## src/rtl/ring_pkg.sv

```systemverilog
// ring_pkg: shared definitions for the bidirectional ring router.
//   DATA_WIDTH       packet width in bits
//   HOP_MSB/HOP_LSB  hop-count field position inside a packet
//   VC_BIT/DIR_BIT   virtual-channel and direction bit positions
//   packet_t         one packet at the default width
//   dest_e           head-of-line destination decided by the hop field
package ring_pkg;

  localparam int DATA_WIDTH = 64;
  localparam int HOP_MSB    = 55;
  localparam int HOP_LSB    = 48;
  localparam int VC_BIT     = 63;
  localparam int DIR_BIT    = 62;

  typedef logic [DATA_WIDTH-1:0] packet_t;

  typedef enum logic {
    DEST_RING = 1'b0,
    DEST_PE   = 1'b1
  } dest_e;

endpackage

```

## src/rtl/buffer_fifo.sv

```systemverilog
// buffer_fifo: generic DEPTH x DATA_WIDTH circular FIFO.
//   clk, reset  clock, asynchronous active-high reset (control state only)
//   push        write wr_data at the tail (ignored when full)
//   pop         drop the head entry (ignored when empty)
//   wr_data     data written on push
//   head        entry at the read pointer (meaningful when !empty)
//   full/empty  occupancy flags from the registered count
module buffer_fifo #(
  parameter int DATA_WIDTH = 64,
  parameter int DEPTH      = 2
) (
  input  logic                  clk,
  input  logic                  reset,
  input  logic                  push,
  input  logic                  pop,
  input  logic [DATA_WIDTH-1:0] wr_data,
  output logic [DATA_WIDTH-1:0] head,
  output logic                  full,
  output logic                  empty
);

  localparam int PTR_W = $clog2(DEPTH);
  localparam logic [PTR_W:0] FULL_CNT = (PTR_W+1)'(DEPTH);

  logic [DATA_WIDTH-1:0] mem [DEPTH];
  logic [PTR_W-1:0]      wr_ptr;
  logic [PTR_W-1:0]      rd_ptr;
  logic [PTR_W:0]        count;
  logic                  do_push;
  logic                  do_pop;

  assign full    = (count == FULL_CNT);
  assign empty   = (count == '0);
  assign do_push = push && !full;
  assign do_pop  = pop && !empty;
  assign head    = mem[rd_ptr];

  // Pointers wrap naturally because DEPTH is a power of two.
  always_ff @(posedge clk or posedge reset) begin
    if (reset) begin
      wr_ptr <= '0;
      rd_ptr <= '0;
      count  <= '0;
    end else begin
      if (do_push) wr_ptr <= wr_ptr + 1'b1;
      if (do_pop)  rd_ptr <= rd_ptr + 1'b1;
      case ({do_push, do_pop})
        2'b10:   count <= count + 1'b1;
        2'b01:   count <= count - 1'b1;
        default: count <= count;
      endcase
    end
  end

  // Storage carries no reset; validity is tracked by count alone.
  always_ff @(posedge clk) begin
    if (do_push) mem[wr_ptr] <= wr_data;
  end

endmodule

```

## src/rtl/router_input_buffer.sv

```systemverilog
// router_input_buffer: per-port input stage of the ring router.
// Buffers packets from a neighbour link and requests either the
// ring-forward or the PE-eject arbiter for the head packet.
//   clk, reset           clock, asynchronous active-high reset
//   in_si/in_ri/in_data  upstream valid/ready handshake and packet
//   ring_ready/pe_ready  downstream registers can take a packet
//   rq_ring/rq_pe        requests to the two prioritizers
//   gt_ring/gt_pe        grants back from the prioritizers
//   out_data             head packet, hop decremented when forwarded
module router_input_buffer #(
  parameter int DATA_WIDTH = 64,
  parameter int DEPTH      = 2,
  parameter int HOP_MSB    = 55,
  parameter int HOP_LSB    = 48
) (
  input  logic                  clk,
  input  logic                  reset,
  input  logic                  in_si,
  output logic                  in_ri,
  input  logic [DATA_WIDTH-1:0] in_data,
  input  logic                  ring_ready,
  input  logic                  pe_ready,
  output logic                  rq_ring,
  output logic                  rq_pe,
  input  logic                  gt_ring,
  input  logic                  gt_pe,
  output logic [DATA_WIDTH-1:0] out_data
);

  import ring_pkg::*;

  localparam int HOP_W = HOP_MSB - HOP_LSB + 1;

  // Only the hop bits change; hop is known nonzero here so no wrap.
  function automatic logic [DATA_WIDTH-1:0] hop_dec(input logic [DATA_WIDTH-1:0] pkt);
    logic [DATA_WIDTH-1:0] r;
    r = pkt;
    r[HOP_MSB:HOP_LSB] = pkt[HOP_MSB:HOP_LSB] - HOP_W'(1);
    return r;
  endfunction

  logic [DATA_WIDTH-1:0] head;
  logic                  full;
  logic                  empty;
  logic                  push;
  logic                  pop;
  dest_e                 dest;

  buffer_fifo #(
    .DATA_WIDTH (DATA_WIDTH),
    .DEPTH      (DEPTH)
  ) u_fifo (
    .clk     (clk),
    .reset   (reset),
    .push    (push),
    .pop     (pop),
    .wr_data (in_data),
    .head    (head),
    .full    (full),
    .empty   (empty)
  );

  // Ready depends on registered occupancy only, so a same-cycle pop
  // never opens room for a push into a full buffer.
  assign in_ri = !reset && !full;
  assign push  = in_si && in_ri;

  assign dest    = (head[HOP_MSB:HOP_LSB] == '0) ? DEST_PE : DEST_RING;
  assign rq_pe   = !empty && (dest == DEST_PE)   && pe_ready;
  assign rq_ring = !empty && (dest == DEST_RING) && ring_ready;

  // A grant only counts against its own request.
  assign pop = (gt_ring && rq_ring) || (gt_pe && rq_pe);

  always_comb begin
    out_data = '0;
    if (!empty) begin
      out_data = (dest == DEST_PE) ? head : hop_dec(head);
    end
  end

endmodule

```

## config.mk

```make
export PLATFORM = sky130hd
export DESIGN_NAME = router_input_buffer
export DESIGN_NICKNAME = d
export VERILOG_FILES = /design/src/rtl/ring_pkg.sv /design/src/rtl/buffer_fifo.sv /design/src/rtl/router_input_buffer.sv
export SDC_FILE = /design/constraint.sdc
export NUM_CORES = 1
export LEC_CHECK = 0
export CORE_MARGIN = 2
export CORE_UTILIZATION = 40
export CTS_BUF_LIST = sky130_fd_sc_hd__clkbuf_4 sky130_fd_sc_hd__clkbuf_8 sky130_fd_sc_hd__clkbuf_16
export DETAILED_ROUTE_END_ITERATION = 10
export GPL_TIMING_DRIVEN = 0
export HOLD_SLACK_MARGIN = 0.08
export PLACE_DENSITY = 0.8
export SETUP_SLACK_MARGIN = 0.1
export SYNTH_ARGS = -nofsm -noshare
export SYNTH_HDL_FRONTEND = slang
export SYNTH_SLANG_ARGS = --single-unit
```

## constraint.sdc

```tcl
create_clock -name clk -period 8.3 [get_ports clk]
set_input_delay 2.075 -clock clk [delete_from_list [all_inputs] [get_ports clk]]
set_output_delay 2.075 -clock clk [all_outputs]
set_load 0.03 [all_outputs]
```

==> Word-level counts from Yosys, hierarchy flattened <==
Memory sizes are Yosys's and may differ from the RTL's.
Index checks and enable logic that the tools add are counted.
{ "totals": {"mem_bits_rw": 128, "output_inout_bits": 67, "in_bits": 71, "wordCells": 36, "n_memories": 1, "reg_bits": 4} }
{ "op_classes": {"muxes": 6, "n_addsub": 5, "reduce_logical": 17, "n_bitwise": 1, "n_eq_ne": 3} }
{ "mem_list": {"columns": ["memory", "words", "word_bits", "read_ports", "rd_ports_with_merged_regs", "write_ports", "line", "rtl"], "rows": [
  ["u_fifo.mem", 2, 64, 1, 0, 1, "buffer_fifo.sv:25", "logic [DATA_WIDTH-1:0] mem [DEPTH];"]
]} }
{ "ops": {"columns": ["operator", "count"], "rows": [
  ["2-to-1 mux 64 bit", 1],
  ["2-to-1 mux 56 bit", 1],
  ["logical AND 1 bit", 10],
  ["zero test 8 bit", 1],
  ["subtractor 8 x 1 -> 8 bit, second input constant", 1],
  ["== test 2 bit, second input constant", 2],
  ["case mux 2 bit (2 select lines)", 1],
  ["zero test 1 bit", 3],
  ["2-to-1 mux 1 bit", 3],
  ["adder 1 bit, second input constant", 2],
  ["adder 2 x 1 -> 2 bit, second input constant", 1],
  ["== test 2 x 1 -> 1 bit, second input constant", 1],
  ["zero test 2 bit", 1],
  ["nonzero test 2 bit", 1],
  ["subtractor 2 x 1 -> 2 bit, second input constant", 1],
  ["logical OR 1 bit", 1],
  ["NOT 1 bit", 1]
]} }

==> Longest topological paths before layout <==
An unclocked memory read counts as a cell.
{ "depth": {"word_depth": 11, "depth_mapped": 11, "depth_no_buf": 9} }

==> Modules after synthesis <==
Synthesis repeated with hierarchy kept, for this count alone.
{ "unflattened": {"hier_cells": 326, "area_unflattened_um2": 5700.5} }
{ "by_module_without_submodules": {"columns": ["mod", "cells_each", "area_per_inst_um2", "seq_area_each_um2", "instances"], "rows": [
  ["buffer_fifo", 218, 5022.3, 3943.8, 1],
  ["router_input_buffer", 108, 678.2, 0.0, 1]
]} }

==> Worst setup path before layout <==
OpenSTA, ideal clock, no wires.
{ "synth_timing": {"path_type": "input-to-reg", "start": "input reset", "end": "memory u_fifo.mem[0][0], enable pin", "path_buffers": 0, "path_slack_ps": 2257, "setup_time_ps": 487, "required_ps": 7813, "arrival_ps": 5557, "stages": 3, "path_cell_list": "a21oi_1 nand2_1 nor2_1"} }
{ "synth_via": {"elab_chain_len": 6} }
{ "synth_lines": {"columns": ["item", "line", "rtl"], "rows": [
  ["start: declaration", "router_input_buffer.sv:17", "input logic reset,"],
  ["zero test 1 bit (no source line)", null, null],
  ["logical AND 1 bit", "router_input_buffer.sv:65", "assign in_ri = !reset && !full;"],
  ["logical AND 1 bit", "router_input_buffer.sv:66", "assign push = in_si && in_ri;"],
  ["logical AND 1 bit", "buffer_fifo.sv:34", "assign do_push = push && !full;"],
  ["2-to-1 mux 1 bit", "buffer_fifo.sv:57", "if (do_push) mem[wr_ptr] <= wr_data;"],
  ["2-to-1 mux 1 bit (not written as such)", "buffer_fifo.sv:57", null],
  ["end: declaration", "buffer_fifo.sv:25", null]
]} }
Every way passes these cells.

==> Worst setup path after layout <==
{ "layout_timing": {"start": "input pe_ready", "end": "output rq_pe"} }
{ "layout_via": {"elab_chain_len": 1} }
{ "layout_lines": {"columns": ["item", "line", "rtl"], "rows": [
  ["start: declaration", "router_input_buffer.sv:22", "input logic pe_ready,"],
  ["logical AND 1 bit", "router_input_buffer.sv:69", "assign rq_pe = !empty && (dest == DEST_PE) && pe_ready;"],
  ["end: declaration", "router_input_buffer.sv:24", "output logic rq_pe,"]
]} }
Every way passes these cells.

==> results by group <==
Logic synthesis
  • Largest cells by area after synthesis: edfxtp_1 72%, mux2i_1 12%, nor2_1 4.5%, dfrtp_1 1.9%, xnor2_1 0.83%
  • Post-synthesis adder-cell area fraction: less than 1%
  • Netlist cell types: 34
  • Syn nets: ~400
  • FF+latch count, synth: 132
  • Synth Area in XOR/XNOR: less than 1%
  • EDFF count, synth: about 130
  • Post-Synth Simple-Gate Area: 7.97%
  • Top_reg_cell synth: edfxtp_1
  • Ys async rst share: around 3.0%
  • Synthesized instance count: 336
  • Compound-Gate Fraction of Synth Area: approximately 2.5%
  • Yosys Warn Count: 0
  • Largest area contributor in the netlist: edfxtp_1
  • Avg Cell Area, Syn: 15.8 µm²
  • Cell area after synthesis: 5300 µm²
  • Register area share after synthesis: approximately three quarters
  • Mux contribution to synthesized area: about an eighth
  • Main combinational cell family by area after synthesis: multiplexers
  • Yosys top cell area share: between 70 and 80%

Timing
  • RSZ-0062 raised after global routing: no
  • Max frequency: ~180 MHz
  • Setup total negative slack: 0 ps
  • Slew @ Worst Pin: ~920 ps
  • Fin. Hold Viols: 0
  • Final hold slack: between 500 and 600 ps
  • Endpoints failing setup: 0
  • Max transition margin: between 30% and 40%
  • Final worst slack: 2670 ps
  • Final Slew Violations: 0
  • Clock Skew: approximately 17 ps
  • Period utilization: between 60% and 70%
  • Min cycle time layout: roughly 5600 ps

Worst setup path
  • CP Launch Type: input port
  • Worst Setup End Kind: output port
  • Crit path DAT: approximately 3600 ps
  • Setup CP Type: input port to output port
  • Worst EP required: 6230 ps
  • CP Max Fanout: 2
  • R2R depth: 11

Layout
  • Fill cells: between 1000 and 1500
  • Area of the multi-input gates: about 1300 µm²
  • Area growth, synth to finish: 42.7%
  • Register Area: ~3900 µm²
  • ANT cells: 0
  • Fin area: between 7000 and 8000 µm²
  • Layout Nets: 567
  • Share of layout cells above drive strength 1: 9.66%

Floorplanning
  • Starting Density: approximately two fifths
  • Io pins: ~140
  • Die area: about 14000 µm²
  • Standard-cell rows: 42
  • CORE AREA: between 10000 and 15000 µm²
  • Chip height: 119 µm
  • Die Wd: 119 µm

Outcome
  • Status: finished, final reports clean

Power and ir drop
  • Power Total: 2.68 mW
  • Leakage Power: ~2.9 nW
  • Cell Pwr Density: about 350 nW/µm²
  • Maximum vdd drop: around 0.21 mV

Routing
  • Final ANT Viol Nets: 0
  • Via-to-Cell Ratio: roughly 4.8
  • Vias post-DR: around 3300
  • DRC Markers: 0
  • Total Wirelength: between 10 and 15 mm
  • Starting DRT DRC Count: 140
  • DRT Pass-1 Iters: 4
  • Detailed-route wire length per cell: 15.6 µm

Hold path
  • Type of the worst min-delay path: flop to flop
  • Hold Crit Depth: 1

Placement
  • Placed cell area: around 7000 µm²
  • Post-DP HPWL: around 7.3 mm
  • Gpl congestion: approximately 0.84
  • Pre-CTS WS: 2690 ps
  • Port Buffers: about 140

Clock network
  • Clock Pin Slew Worst Setup and Hold Paths: around 50 ps
  • CTS tree: built
  • Hold buffer count at cts: 0
  • Post_cts resized: 0
  • Clk_lat worst skew: 410 ps
  • Maximum buffer depth of the clock tree: 2
  • H-Tree Depth: 4
  • Root buffer cell: clkbuf_16
  • Cts bufs inserted: 17
  • CTS sink cnt: 132
  • Setup bufs post-CTS: 0

GRT
  • First-pass GRT wire length: about 17 mm
  • GRT Util Overall: roughly 15%
  • Largest net degree at the start of global routing: 65
  • Number of global-route vias before repair: approximately 3400
  • Congestion Overflow GR: 0
  • Antenna violations before repair: 0

Flow run
  • Max-cap violations: 0
path summary, 6_finish.rpt:
path | from | to | slack [ps]
max in group asynchronous | reset | u_fifo.count[1]$_DFFE_PP0P_ | 6250
worst min-delay path | u_fifo.count[1]$_DFFE_PP0P_ | u_fifo.count[1]$_DFFE_PP0P_ | 520
worst min register to register | u_fifo.count[1]$_DFFE_PP0P_ | u_fifo.count[1]$_DFFE_PP0P_ | 520
worst max-delay path | pe_ready | rq_pe | 2670
min in group asynchronous | reset | u_fifo.count[0]$_DFFE_PP0P_ | 1890
worst max register to register | u_fifo.rd_ptr$_DFFE_PP0P_ | u_fifo.count[1]$_DFFE_PP0P_ | 5350
cell usage after synthesis (2+ instances only):
cell and n:
edfxtp_1 128, nor2_1 64, mux2i_1 62, buf_2 8
a21oi_1 7, clkbuf_1 7, nor3_1 7, nand2_1 6
xnor2_1 5, dfrtp_1 4, inv_1 4, o21ai_0 4
or3_1 4, a31oi_1 2, ha_1 2, nand4_1 2
o21a_1 2, o21bai_1 2
per-stage QoR:
step / std cells / utilization [%]
4_1_cts: 683 / 57.9
2_1_floorplan: 336 / -
3_3_place_gp: 649 / 52.7
6_report: 683 / 57.9
3_5_place_dp: 651 / 53.1
5_1_grt: 683 / 57.9
layer usage:
| metal | up-vias | global-route usage [%] | share of wire (%) |
|---|---|---|---|
| met4 | 0 | 5.73 | 0.53 |
| met1 | 1579 | 17.4 | 41 |
| li1 | 1576 | - | - |
| met2 | 117 | 26.8 | 53 |
| met3 | 6 | 5.22 | 6.1 |
| met5 | - | 0 | 0 |
where the power goes:
group / switching, mW / internal (mW)
clock: 0.265 / 0.508
combinational: 0.631 / 0.417
sequential: 0.0298 / 0.831
flip-flops by register name (all words and copies together) (netlist names):
register,flops
u_fifo.mem,128
u_fifo.wr_ptr,1
u_fifo.rd_ptr,1
u_fifo.count,2
cells by family after synthesis:
group | Yosys count
muxes | 63
DFF | 132
buffers and inverters | 20
adders and majority gates | 2
xor gates and xnor gates | 6
AOI/OAI and AO/OA | 21
and+or+nand+nor | 92
cell usage in the layout, fill, tap and decap left out, types with 2 or more instances in the layout:
master	n
nand4_1	2
mux2i_1	62
ha_1	2
xnor2_1	5
nor2_1	63
inv_6	2
clkinvlp_4	3
o21bai_1	2
clkdlybuf4s50_1	137
or3_1	4
buf_12	2
buf_2	8
bufinv_16	4
a21oi_1	7
edfxtp_1	128
a31oi_1	2
nor3_1	7
clkbuf_1	7
dfrtp_1	4
inv_1	4
clkinv_1	2
o21a_1	2
o21ai_0	4
clkbuf_4	2
nand2_1	6
clkbuf_16	17
layout make-up:
| class | instances | area share (%) |
|---|---|---|
| inverter | 4 | 0.198 |
| tap | 176 | 2.91 |
| buffer | 16 | 1.02 |
| timing repair buffer | 139 | 18.6 |
| clock inverter | 13 | 2.40 |
| clock buffer | 19 | 5.82 |
| sequential | 132 | 52.1 |
| multi-input combinational | 184 | 16.9 |
worst max-delay path, stage by stage:
cell and delay, ps:
clkdlybuf4s50_1 480, nor4b_1 270, clkdlybuf4s50_1 730
(Power assumes the default switching activity.)
